<file path="src/rtl/jk_drive_pkg.sv">
// jk_drive_pkg
// Shared types and constants for the JK drive controller slice.
//   state_t    : controller FSM states (IDLE, DRIVE, CHECK)
//   EXC_SR     : excitation style where J and K are never both high
//   EXC_TOGGLE : excitation style where every changing bit gets J=K=1
//   sat_cnt2   : squeezes an internal retry count into the 2-bit report
package jk_drive_pkg;

  typedef enum logic [1:0] {
    IDLE  = 2'd0,
    DRIVE = 2'd1,
    CHECK = 2'd2
  } state_t;

  localparam int EXC_SR     = 0;
  localparam int EXC_TOGGLE = 1;

  // The external retry counter is only 2 bits wide; larger internal counts
  // stick at 3 instead of wrapping.
  function automatic logic [1:0] sat_cnt2(input logic [7:0] n);
    return (n > 8'd3) ? 2'd3 : n[1:0];
  endfunction

endpackage

</file>
<file path="src/rtl/jk_drive_ctrl_if.sv">
// jk_drive_ctrl_if
// Target-word handshake between a producer of target states and the
// JK drive controller.
//   tgt_valid : producer has a target word
//   tgt_ready : controller can accept a target word
//   tgt_data  : WIDTH-bit target state for the flop bank
// modport master : producer side
// modport slave  : controller side
interface jk_drive_ctrl_if #(
  parameter int WIDTH = 4
) ();

  logic             tgt_valid;
  logic             tgt_ready;
  logic [WIDTH-1:0] tgt_data;

  modport master (output tgt_valid, output tgt_data, input tgt_ready);
  modport slave  (input tgt_valid, input tgt_data, output tgt_ready);

endinterface

</file>
<file path="src/rtl/jk_excite.sv">
// jk_excite
// Purely combinational JK excitation for a whole word: the J/K values that
// move flops currently at q to the state t in one clock.
//   q    : current flop outputs
//   t    : wanted flop outputs
//   mode : EXC_SR or EXC_TOGGLE resolution of the don't-care inputs
//   j, k : excitation word
module jk_excite
  import jk_drive_pkg::*;
#(
  parameter int WIDTH = 4
) (
  input  logic [WIDTH-1:0] q,
  input  logic [WIDTH-1:0] t,
  input  logic             mode,
  output logic [WIDTH-1:0] j,
  output logic [WIDTH-1:0] k
);

  logic [WIDTH-1:0] diff;

  // Bits that already hold their target get J=K=0. A changing bit either
  // toggles (J=K=1) or is explicitly set/reset depending on the mode.
  always_comb begin
    diff = q ^ t;
    if (mode == 1'(EXC_TOGGLE)) begin
      j = diff;
      k = diff;
    end else begin
      j = diff & t;
      k = diff & q;
    end
  end

endmodule

</file>
<file path="src/rtl/jk_drive_ctrl.sv">
// jk_drive_ctrl
// Drive-side controller for a bank of WIDTH JK flops. Accepts a target word,
// issues one cycle of J/K excitation, checks the readback and re-drives up to
// MAX_RETRY times before giving up.
//   clk       : clock, all state changes on posedge
//   rst       : asynchronous reset, active low
//   tgt       : target handshake (slave side)
//   abort     : synchronous abort of the current operation
//   q_in      : readback of the flop bank outputs
//   j_out     : J drive to the flop bank
//   k_out     : K drive to the flop bank
//   busy      : controller is not idle
//   done      : one-cycle pulse, target reached
//   err       : one-cycle pulse, retries exhausted or aborted
//   retry_cnt : re-drives used by the last or current operation
module jk_drive_ctrl
  import jk_drive_pkg::*;
#(
  parameter int WIDTH     = 4,
  parameter int MAX_RETRY = 2,
  parameter int EXC_MODE  = 0
) (
  input  logic             clk,
  input  logic             rst,
  jk_drive_ctrl_if.slave   tgt,
  input  logic             abort,
  input  logic [WIDTH-1:0] q_in,
  output logic [WIDTH-1:0] j_out,
  output logic [WIDTH-1:0] k_out,
  output logic             busy,
  output logic             done,
  output logic             err,
  output logic [1:0]       retry_cnt
);

  state_t           state_q, state_d;
  logic [WIDTH-1:0] tgt_q, tgt_d;
  logic [7:0]       rtry_q, rtry_d;
  logic [WIDTH-1:0] j_d, k_d;
  logic             done_d, err_d;
  logic [WIDTH-1:0] exc_t, exc_j, exc_k;

  // One excitation unit serves both the initial drive (fresh target from the
  // handshake) and every re-drive (latched target).
  assign exc_t = (state_q == IDLE) ? tgt.tgt_data : tgt_q;

  jk_excite #(
    .WIDTH (WIDTH)
  ) u_excite (
    .q    (q_in),
    .t    (exc_t),
    .mode (1'(EXC_MODE)),
    .j    (exc_j),
    .k    (exc_k)
  );

  // Next-state and next-output logic. J/K default to zero so they are only
  // non-zero during the single DRIVE cycle that follows a load. Abort wins
  // over a simultaneous match in CHECK.
  always_comb begin
    state_d = state_q;
    tgt_d   = tgt_q;
    rtry_d  = rtry_q;
    j_d     = '0;
    k_d     = '0;
    done_d  = 1'b0;
    err_d   = 1'b0;
    case (state_q)
      IDLE: begin
        if (tgt.tgt_valid && tgt.tgt_ready) begin
          tgt_d   = tgt.tgt_data;
          rtry_d  = 8'd0;
          j_d     = exc_j;
          k_d     = exc_k;
          state_d = DRIVE;
        end
      end
      DRIVE: begin
        if (abort) begin
          state_d = IDLE;
          err_d   = 1'b1;
        end else begin
          state_d = CHECK;
        end
      end
      CHECK: begin
        if (abort) begin
          state_d = IDLE;
          err_d   = 1'b1;
        end else if (q_in == tgt_q) begin
          state_d = IDLE;
          done_d  = 1'b1;
        end else if (rtry_q < 8'(MAX_RETRY)) begin
          rtry_d  = rtry_q + 8'd1;
          j_d     = exc_j;
          k_d     = exc_k;
          state_d = DRIVE;
        end else begin
          state_d = IDLE;
          err_d   = 1'b1;
        end
      end
      default: begin
        state_d = IDLE;
      end
    endcase
  end

  // State and output registers. busy and tgt_ready are registered copies of
  // the next state so every output comes straight from a flop; tgt_ready
  // stays low for the whole reset and rises on the first edge after it.
  always_ff @(posedge clk or negedge rst) begin
    if (!rst) begin
      state_q       <= IDLE;
      tgt_q         <= '0;
      rtry_q        <= 8'd0;
      j_out         <= '0;
      k_out         <= '0;
      done          <= 1'b0;
      err           <= 1'b0;
      busy          <= 1'b0;
      retry_cnt     <= 2'd0;
      tgt.tgt_ready <= 1'b0;
    end else begin
      state_q       <= state_d;
      tgt_q         <= tgt_d;
      rtry_q        <= rtry_d;
      j_out         <= j_d;
      k_out         <= k_d;
      done          <= done_d;
      err           <= err_d;
      busy          <= (state_d != IDLE);
      retry_cnt     <= sat_cnt2(rtry_d);
      tgt.tgt_ready <= (state_d == IDLE);
    end
  end

endmodule

</file>
<file path="src/flat_wrapper.sv">
// flat-port wrapper written by rule: the top's interface ports become plain ports
module jk_drive_ctrl_flat import jk_drive_pkg::*;
#(
  parameter int WIDTH     = 4,
  parameter int MAX_RETRY = 2,
  parameter int EXC_MODE  = 0
)
  (clk, rst, abort, q_in, j_out, k_out, busy, done, err, retry_cnt, tgt_tgt_valid, tgt_tgt_data, tgt_tgt_ready);
  jk_drive_ctrl_if #(.WIDTH(WIDTH)) tgt_i ();
  input  logic clk;
  input  logic rst;
  input  logic abort;
  input  logic [WIDTH-1:0] q_in;
  output logic [WIDTH-1:0] j_out;
  output logic [WIDTH-1:0] k_out;
  output logic busy;
  output logic done;
  output logic err;
  output logic [1:0] retry_cnt;
  input wire logic [$bits(tgt_i.tgt_valid)-1:0] tgt_tgt_valid;
  input wire logic [$bits(tgt_i.tgt_data)-1:0] tgt_tgt_data;
  output wire logic [$bits(tgt_i.tgt_ready)-1:0] tgt_tgt_ready;
  assign tgt_i.tgt_valid = tgt_tgt_valid;
  assign tgt_i.tgt_data = tgt_tgt_data;
  assign tgt_tgt_ready = tgt_i.tgt_ready;
  jk_drive_ctrl #(.WIDTH(WIDTH), .MAX_RETRY(MAX_RETRY), .EXC_MODE(EXC_MODE)) u_core (.clk(clk), .rst(rst), .tgt(tgt_i), .abort(abort), .q_in(q_in), .j_out(j_out), .k_out(k_out), .busy(busy), .done(done), .err(err), .retry_cnt(retry_cnt));
endmodule
</file>
<file path="config.mk">
export PLATFORM = sky130hd
export DESIGN_NAME = jk_drive_ctrl_flat
export DESIGN_NICKNAME = d
export VERILOG_FILES = /design/src/rtl/jk_drive_pkg.sv /design/src/rtl/jk_drive_ctrl_if.sv /design/src/rtl/jk_excite.sv /design/src/rtl/jk_drive_ctrl.sv /design/src/flat_wrapper.sv
export SDC_FILE = /design/constraint.sdc
export NUM_CORES = 1
export LEC_CHECK = 0
export BUFFER_PORTS_ARGS = -buffer_cell sky130_fd_sc_hd__buf_4
export CAP_MARGIN = 15
export CORE_MARGIN = 4
export CORE_UTILIZATION = 50
export DETAILED_ROUTE_END_ITERATION = 8
export PLACE_DENSITY_LB_ADDON = 0.15
export SETUP_SLACK_MARGIN = 0.3
export SYNTH_ARGS = -nofsm -noshare
export SYNTH_HDL_FRONTEND = slang
export SYNTH_SLANG_ARGS = --single-unit
</file>
<file path="constraint.sdc">
create_clock -name clk -period 2.7 [get_ports clk]
set_clock_uncertainty 0.05 [all_clocks]
set_input_delay 0 -clock clk [delete_from_list [all_inputs] [get_ports clk]]
set_output_delay 0 -clock clk [all_outputs]
set_load 0.1 [all_outputs]
</file>
==> out/results.ini, run 1 <==
[worst_setup_path]
r2r_end = u_core.j_out[1]
rrSetupSlack_ns = 0.43
crit_path_max_fanout = 8
start_kind = flip-flop
path_class = flip-flop to flip-flop
critPathRequiredTime_ns = 2.92
r2r-start = u_core.state_q[0]
ff2ff_path_depth = 7
cp.arrival_ns = 2.49
end_kind = flip-flop

[floorplanning]
die_area_um2 = 3510
num_rows = 18
die_width_um = 59.2
die_h_um = 59.2
start_util_pct = 52.5
io_pins = 26
core_um2 = 2500

[synthesis]
synth_seq_cells = 28
synth.area.mux_share_pct = 6.49
synth_compound_area_share_pct = 12.6
syn_avg_cell_area_um2 = 12.1
synth_top_family_by_area = simple AND/OR/NAND/NOR gates
syn-num-nets = 125
ys_types = 35
async_flop_share_pct = 100
synth-simple-area-share_pct = 17.6
ys.warnings.count = 0
synth_enable_flop_cells = 0
synth-adder-area-share_pct = 4.77
mappedNetlistArea_um2 = 1310
synth_cells = 108
synth-xor-area-share_pct = 3.24
ys_seq_area_share_pct = 53.4
synth_flop_cell = dfrtp_1

[timing]
final_max_slew_viol_count = 0
worst_pin_slew_ns = 0.351
maxSlewHeadroom_pct = 76.4
post-route-period-util_pct = 84.0
timing.final.crit_period_ns = 2.27
setup_tns_ns = 0
rsz0062_at_grt = no
hold_violations = 0
fmax_mhz = 441
finalSetupViolCount = 0

[cells_and_area]
nNetsFinal = 167
drive_above_1_share_pct = 30.2
area_growth_pct = 30.1
diodes = 0
fin_area_um2 = 1710

[job]
drv_cap = 0

[power_and_ir_drop]
ir_drop_mv = 1.05
powerDensity_nw_per_um2 = 1100
leakage_nw = 0.837

[status]
outcome = finished clean

[routing]
vias_per_cell = 5.12
via_count = 917
drt_iter0_markers = 10
drtPass1Iterations = 4
wl_per_cell_um = 13.3
drc = 0
postRouteAntennaNets = 0
wirelength_um = 2390

[global_routing]
grt_first_pass_wirelength_um = 4280
first_global_vias = 951
gr-total-overflow = 0
grt_max_degree = 29
track_usage_pct = 15.9
antenna_found_initial = 0

[placed_design]
dp_hpwl_um = 1720
numPortBuffers = 25
gp_congestion = 0.720
place_area_um2 = 1530

[cts]
clockBufferDepth = 2
h-tree-depth = 1
path_clk_slew_ns = 0.14
insertion_delay_ns = 0.32
tritoncts = done
cts_sinks = 28
clock-root-buffer = clkbuf_4
cts_setup_buffers = 0
cts_inserted_buffers = 3

[hold_path]
hold_path_class = primary input to async pin

[worst max-delay path by stage]
stage / start / to / cells after the start
6_report: u_core.state_q[0] / u_core.j_out[1] / 7
5_1_grt: u_core.state_q[0] / u_core.j_out[1] / 7
4_1_cts: u_core.state_q[0] / u_core.j_out[1] / 6
2_1_floorplan: u_core.tgt.tgt_ready / u_core.j_out[0] / 3
3_5_place_dp: u_core.state_q[0] / u_core.retry_cnt[0] / 6
3_3_place_gp: u_core.state_q[0] / u_core.retry_cnt[0] / 6
[sequential cells by signal, indices dropped and copies added, names as in the netlist]
| name | count |
|---|---|
| u_core.state_q | 2 |
| u_core.done | 1 |
| u_core.tgt.tgt_ready | 1 |
| u_core.j_out | 4 |
| u_core.tgt_q | 4 |
| u_core.retry_cnt | 2 |
| u_core.k_out | 4 |
| u_core.rtry_q | 8 |
| u_core.err | 1 |
| u_core.busy | 1 |
[what timing repair did]
action / 4_1_cts / 5_1_grt
hold buffers: 14 / 0
gates resized for setup: 0 / 1
setup endpoints to repair: 0 / 4
endpoints found under the hold margin: 42 / 0
[report_power, final]
part           internal (mW)  switching, mW
sequential             0.530         0.0784
clock                 0.0825          0.117
combinational          0.358          0.712
[per-layer routing]
layer | GRT usage, % | vias to the layer above | routed length (um)
met3 | 3.27 | 4 | 132
met5 | 0 | - | 0
met1 | 20.5 | 429 | 1090
met4 | 5.83 | 0 | 36
met2 | 26.4 | 25 | 1130
li1 | - | 459 | -
[synth_stat cells (all sizes together), types with 2 or more instances]
| master | count | area (um2) |
|---|---|---|
| o21ai | 2 | 10.0 |
| a31oi | 2 | 12.5 |
| a22o | 2 | 17.5 |
| nand4 | 2 | 12.5 |
| buf | 2 | 10.0 |
| xnor2 | 4 | 42.6 |
| nor3 | 4 | 40.0 |
| ha | 5 | 62.6 |
| mux2 | 4 | 45.0 |
| nor2 | 8 | 30.0 |
| and2 | 7 | 46.3 |
| inv | 4 | 15.0 |
| a2bb2oi | 2 | 17.5 |
| nand2 | 11 | 41.3 |
| mux2i | 4 | 40.0 |
| dfrtp | 28 | 701 |
| nand3 | 2 | 10.0 |
| a21boi | 2 | 26.3 |
[cells in the final DEF, fill, tap and decap left out, types with 2 or more instances in the layout]
cell            n
a22o_1          2
a2bb2oi_1       2
a31oi_1         2
and2_1          6
buf_4          25
clkbuf_4        3
dfrtp_1        28
dlygate4sd3_1  14
ha_1            4
inv_1           4
mux2_2          4
mux2i_1         4
nand2_1        11
nand3_1         2
nand4_1         2
nor2_1          8
nor3_2          4
xnor2_1         3
[worst max-delay path, stage by stage (launching register included)]
cell	delay [ns]
dfrtp_1	0.43
inv_1	0.11
ha_1	0.28
nand2b_1	0.15
a41oi_4	0.30
a21boi_4	0.15
nor3_2	0.17
dlygate4sd3_1	0.57
[layout make-up]
| class | count | area (um2) |
|---|---|---|
| fillers | 183 | 795 |
| flip-flops and latches | 28 | 701 |
| multi-input cells | 74 | 588 |
| repair buffers | 39 | 328 |
| well taps | 30 | 37.5 |
| clock buffers | 4 | 36.3 |
| inverters | 4 | 15.0 |
[per-stage QoR]
step           cells  setup slack, ns  power, mW  util [%]  hold slack (ns)
3_3_place_gp     161            0.925       1.65      61.1           -0.117
5_1_grt          179            0.312       2.01      68.2           0.0535
4_1_cts          179            0.387       1.89      68.1           0.0515
6_report         179            0.432       1.88      68.2           0.0522
2_1_floorplan    108            0.848       1.46         -           -0.346
3_5_place_dp     161            0.885       1.66      61.1           -0.112
[kinds of logic (layout without fill, tap and decap cells)]
logic type                 after synthesis  count (layout)
and+or+nand+nor                         40              40
DFF                                     28              28
AOI/OAI and AO/OA                       17              17
muxes                                    8               8
buffers and inverters                    6              47
adders and majority gates                5               5
xor gates and xnor gates                 4               4
Note: power is estimated with default switching activity, not from simulation.
==> run 2: changes to the inputs <==
Settings changed: CORE_UTILIZATION 50 to 48.
Clock period 2.7 ns to 1.93 ns, I/O delays scaled along.
==> run 2 against run 1 <==
Effect of this change: first-iteration DRC count up 100%; register-to-register slack got worse by 0.05 ns; flip-flop and latch count unchanged; maximum frequency grew 46%; global-route usage grew 1.5 points; setup slack worse by 0.053 ns; clock-buffer cell count stayed put; power rose by 46%; core utilization up 0.51 points; final cell count unchanged; die area rose by 3.6%.
==> out/results.ini, run 2 (same netlist as run 1, synthesis figures left out) <==
[status]
outcome = finished clean

[worst_setup_path]
crit_start = u_core.state_q[1]
path_class = flip-flop to flip-flop
crit_path_max_fanout = 4  ; -4
critPathRequiredTime_ns = 2.12  ; -0.80 ns
ff2ff_path_depth = 5  ; -2
rrSetupSlack_ns = 0.38  ; -0.05 ns
end_kind = flip-flop
start_kind = flip-flop
r2r_end = u_core.tgt.tgt_ready
cp.arrival_ns = 1.74  ; -0.75 ns
cp-endpoint = u_core.tgt.tgt_ready
r2r-start = u_core.state_q[1]

[timing]
final_max_slew_viol_count = 0  ; unchanged
worst_pin_slew_ns = 0.346  ; -0.00561 ns
rsz0062_at_grt = yes
finalSetupViolCount = 0  ; unchanged
fmax_mhz = 645  ; +46%
timing.final.crit_period_ns = 1.55  ; -0.717 ns
hold_violations = 0  ; unchanged
post-route-period-util_pct = 80.3  ; -3.7 points
maxSlewHeadroom_pct = 76.9  ; +0.54 points
setup_tns_ns = 0  ; unchanged

[power_and_ir_drop]
leakage_nw = 0.834  ; -0.43%
p_switching_mw = 1.34  ; +48%
p_sw_share_pct = 48.8  ; +0.47 points
pwr-share-comb_pct = 59.0  ; +2.0 points
ir_drop_mv = 1.42  ; +35%
powerDensity_nw_per_um2 = 1570  ; +43%
share_seq_of_total_power_pct = 31.9  ; -0.5 points
intPower_mw = 1.41  ; +45%
p_clk_share_pct = 9.1  ; -1.5 points

[cells_and_area]
fillers = 199  ; +8.7%
final_cell_mix = buf_4, dfrtp_1, nand2_1, dlygate4sd3_1, nor2_1
largest_reg_flops = 8  ; unchanged
regMostFlops = u_core.rtry_q
fin_util_pct = 68.7  ; +0.51 points
fin_area_um2 = 1750  ; +2.6%
nNetsFinal = 167  ; unchanged
diodes = 0  ; unchanged
final_common_cell = buf_4
area_growth_pct = 33.4
drive_above_1_share_pct = 40.9  ; +11 points

[routing]
drt_iter0_markers = 20  ; +10
via_count = 938  ; +2.3%
postRouteAntennaNets = 0  ; unchanged
drc = 0  ; unchanged
wl_per_cell_um = 14.4  ; +8.3%
wirelength_um = 2590  ; +8.3%
vias_per_cell = 5.24  ; +2.3%
drtPass1Iterations = 4  ; unchanged

[hold_path]
hold_path_class = primary input to async pin

[job]
drv_cap = 0  ; unchanged

[floorplanning]
start_util_pct = 51.5  ; -0.93 points
num_rows = 18  ; unchanged
die_width_um = 60.3  ; +1.8%
core_um2 = 2540  ; +1.8%
io_pins = 26  ; unchanged
die_h_um = 60.3  ; +1.8%
die_area_um2 = 3630  ; +3.6%

[placed_design]
place_area_um2 = 1540  ; +1.1%
numPortBuffers = 25  ; unchanged
dp_hpwl_um = 1880  ; +9.3%
gp_congestion = 0.834  ; +16%

[global_routing]
first_global_vias = 1046  ; +10%
grt_first_pass_wirelength_um = 4690  ; +9.5%
antenna_found_initial = 0  ; unchanged
grt_max_degree = 29  ; unchanged
gr-total-overflow = 0  ; unchanged
track_usage_pct = 17.4  ; +1.5 points

[cts]
cts_inserted_buffers = 3  ; unchanged
insertion_delay_ns = 0.33  ; about the same
h-tree-depth = 1  ; unchanged
path_clk_slew_ns = 0.15  ; about the same
tritoncts = done
cts_sinks = 28  ; unchanged
clock-root-buffer = clkbuf_4
clockBufferDepth = 2  ; unchanged

-- run 2: worst min-delay path by stage --
stage / startpoint / depth (start not counted) / to
after floorplan: rst / 0 / u_core.busy
after detailed placement: rst / 1 / u_core.k_out[3]
after global routing: rst / 2 / u_core.rtry_q[3]
after CTS: rst / 2 / u_core.rtry_q[3]
final: rst / 2 / u_core.err
after global placement: rst / 1 / u_core.k_out[3]
-- run 2: layout make-up --
type | instances | area, um2 | area share, %
tap | 30 | 37.5 | 2.15
clock buffer | 4 | 26.3 | 1.50
inverter | 4 | 15.0 | 0.858
sequential | 28 | 702 | 40.1
multi-input combinational | 74 | 647 | 37.0
timing repair buffer | 39 | 322 | 18.4
-- run 2: power by group through the flow --
stage	clock network [mW]	registers [mW]	logic (mW)
finish	0.251	0.876	1.62
global route	0.297	0.898	1.74
CTS	0.265	0.863	1.55
detailed placement	0	0.868	1.50
global placement	0	0.857	1.48
floorplan	0	1.37	0.676
-- run 2: worst max-delay path, stage by stage, from the launching register on --
cell and delay [ns]:
dfrtp_1 0.45, inv_1 0.12, ha_2 0.21, a21bo_2 0.24, a2bb2oi_1 0.16, a31o_1 0.23
-- run 2: timing repair --
| item | 4_1_cts | 5_1_grt |
|---|---|---|
| setup endpoints to repair | 15 | 14 |
| buffers inserted | 1 | 1 |
| pin swaps | 0 | 2 |
| gates cloned | 0 | 0 |
| gates resized for setup | 5 | 10 |
| hold buffers | 10 | 0 |
| hold endpoints to repair | 42 | 0 |
-- run 2: stage by stage --
| step | setup slack (ns) | instances | total power [mW] | hold slack (ns) |
|---|---|---|---|---|
| 6_report | 0.380 | 179 | 2.75 | 0.0491 |
| 2_1_floorplan | 0.384 | 108 | 2.04 | -0.346 |
| 3_5_place_dp | 0.194 | 163 | 2.36 | -0.111 |
| 4_1_cts | 0.322 | 178 | 2.67 | 0.0453 |
| 5_1_grt | 0.272 | 179 | 2.94 | 0.0549 |
| 3_3_place_gp | 0.289 | 163 | 2.34 | -0.119 |
-- run 2: layer usage --
metal,global-route usage [%],vias up,share of wire [%]
li1,-,462,-
met1,22.6,449,46
met2,27.8,20,48
met3,3.02,7,3.6
met4,8.54,0,2.4
met5,0,-,0
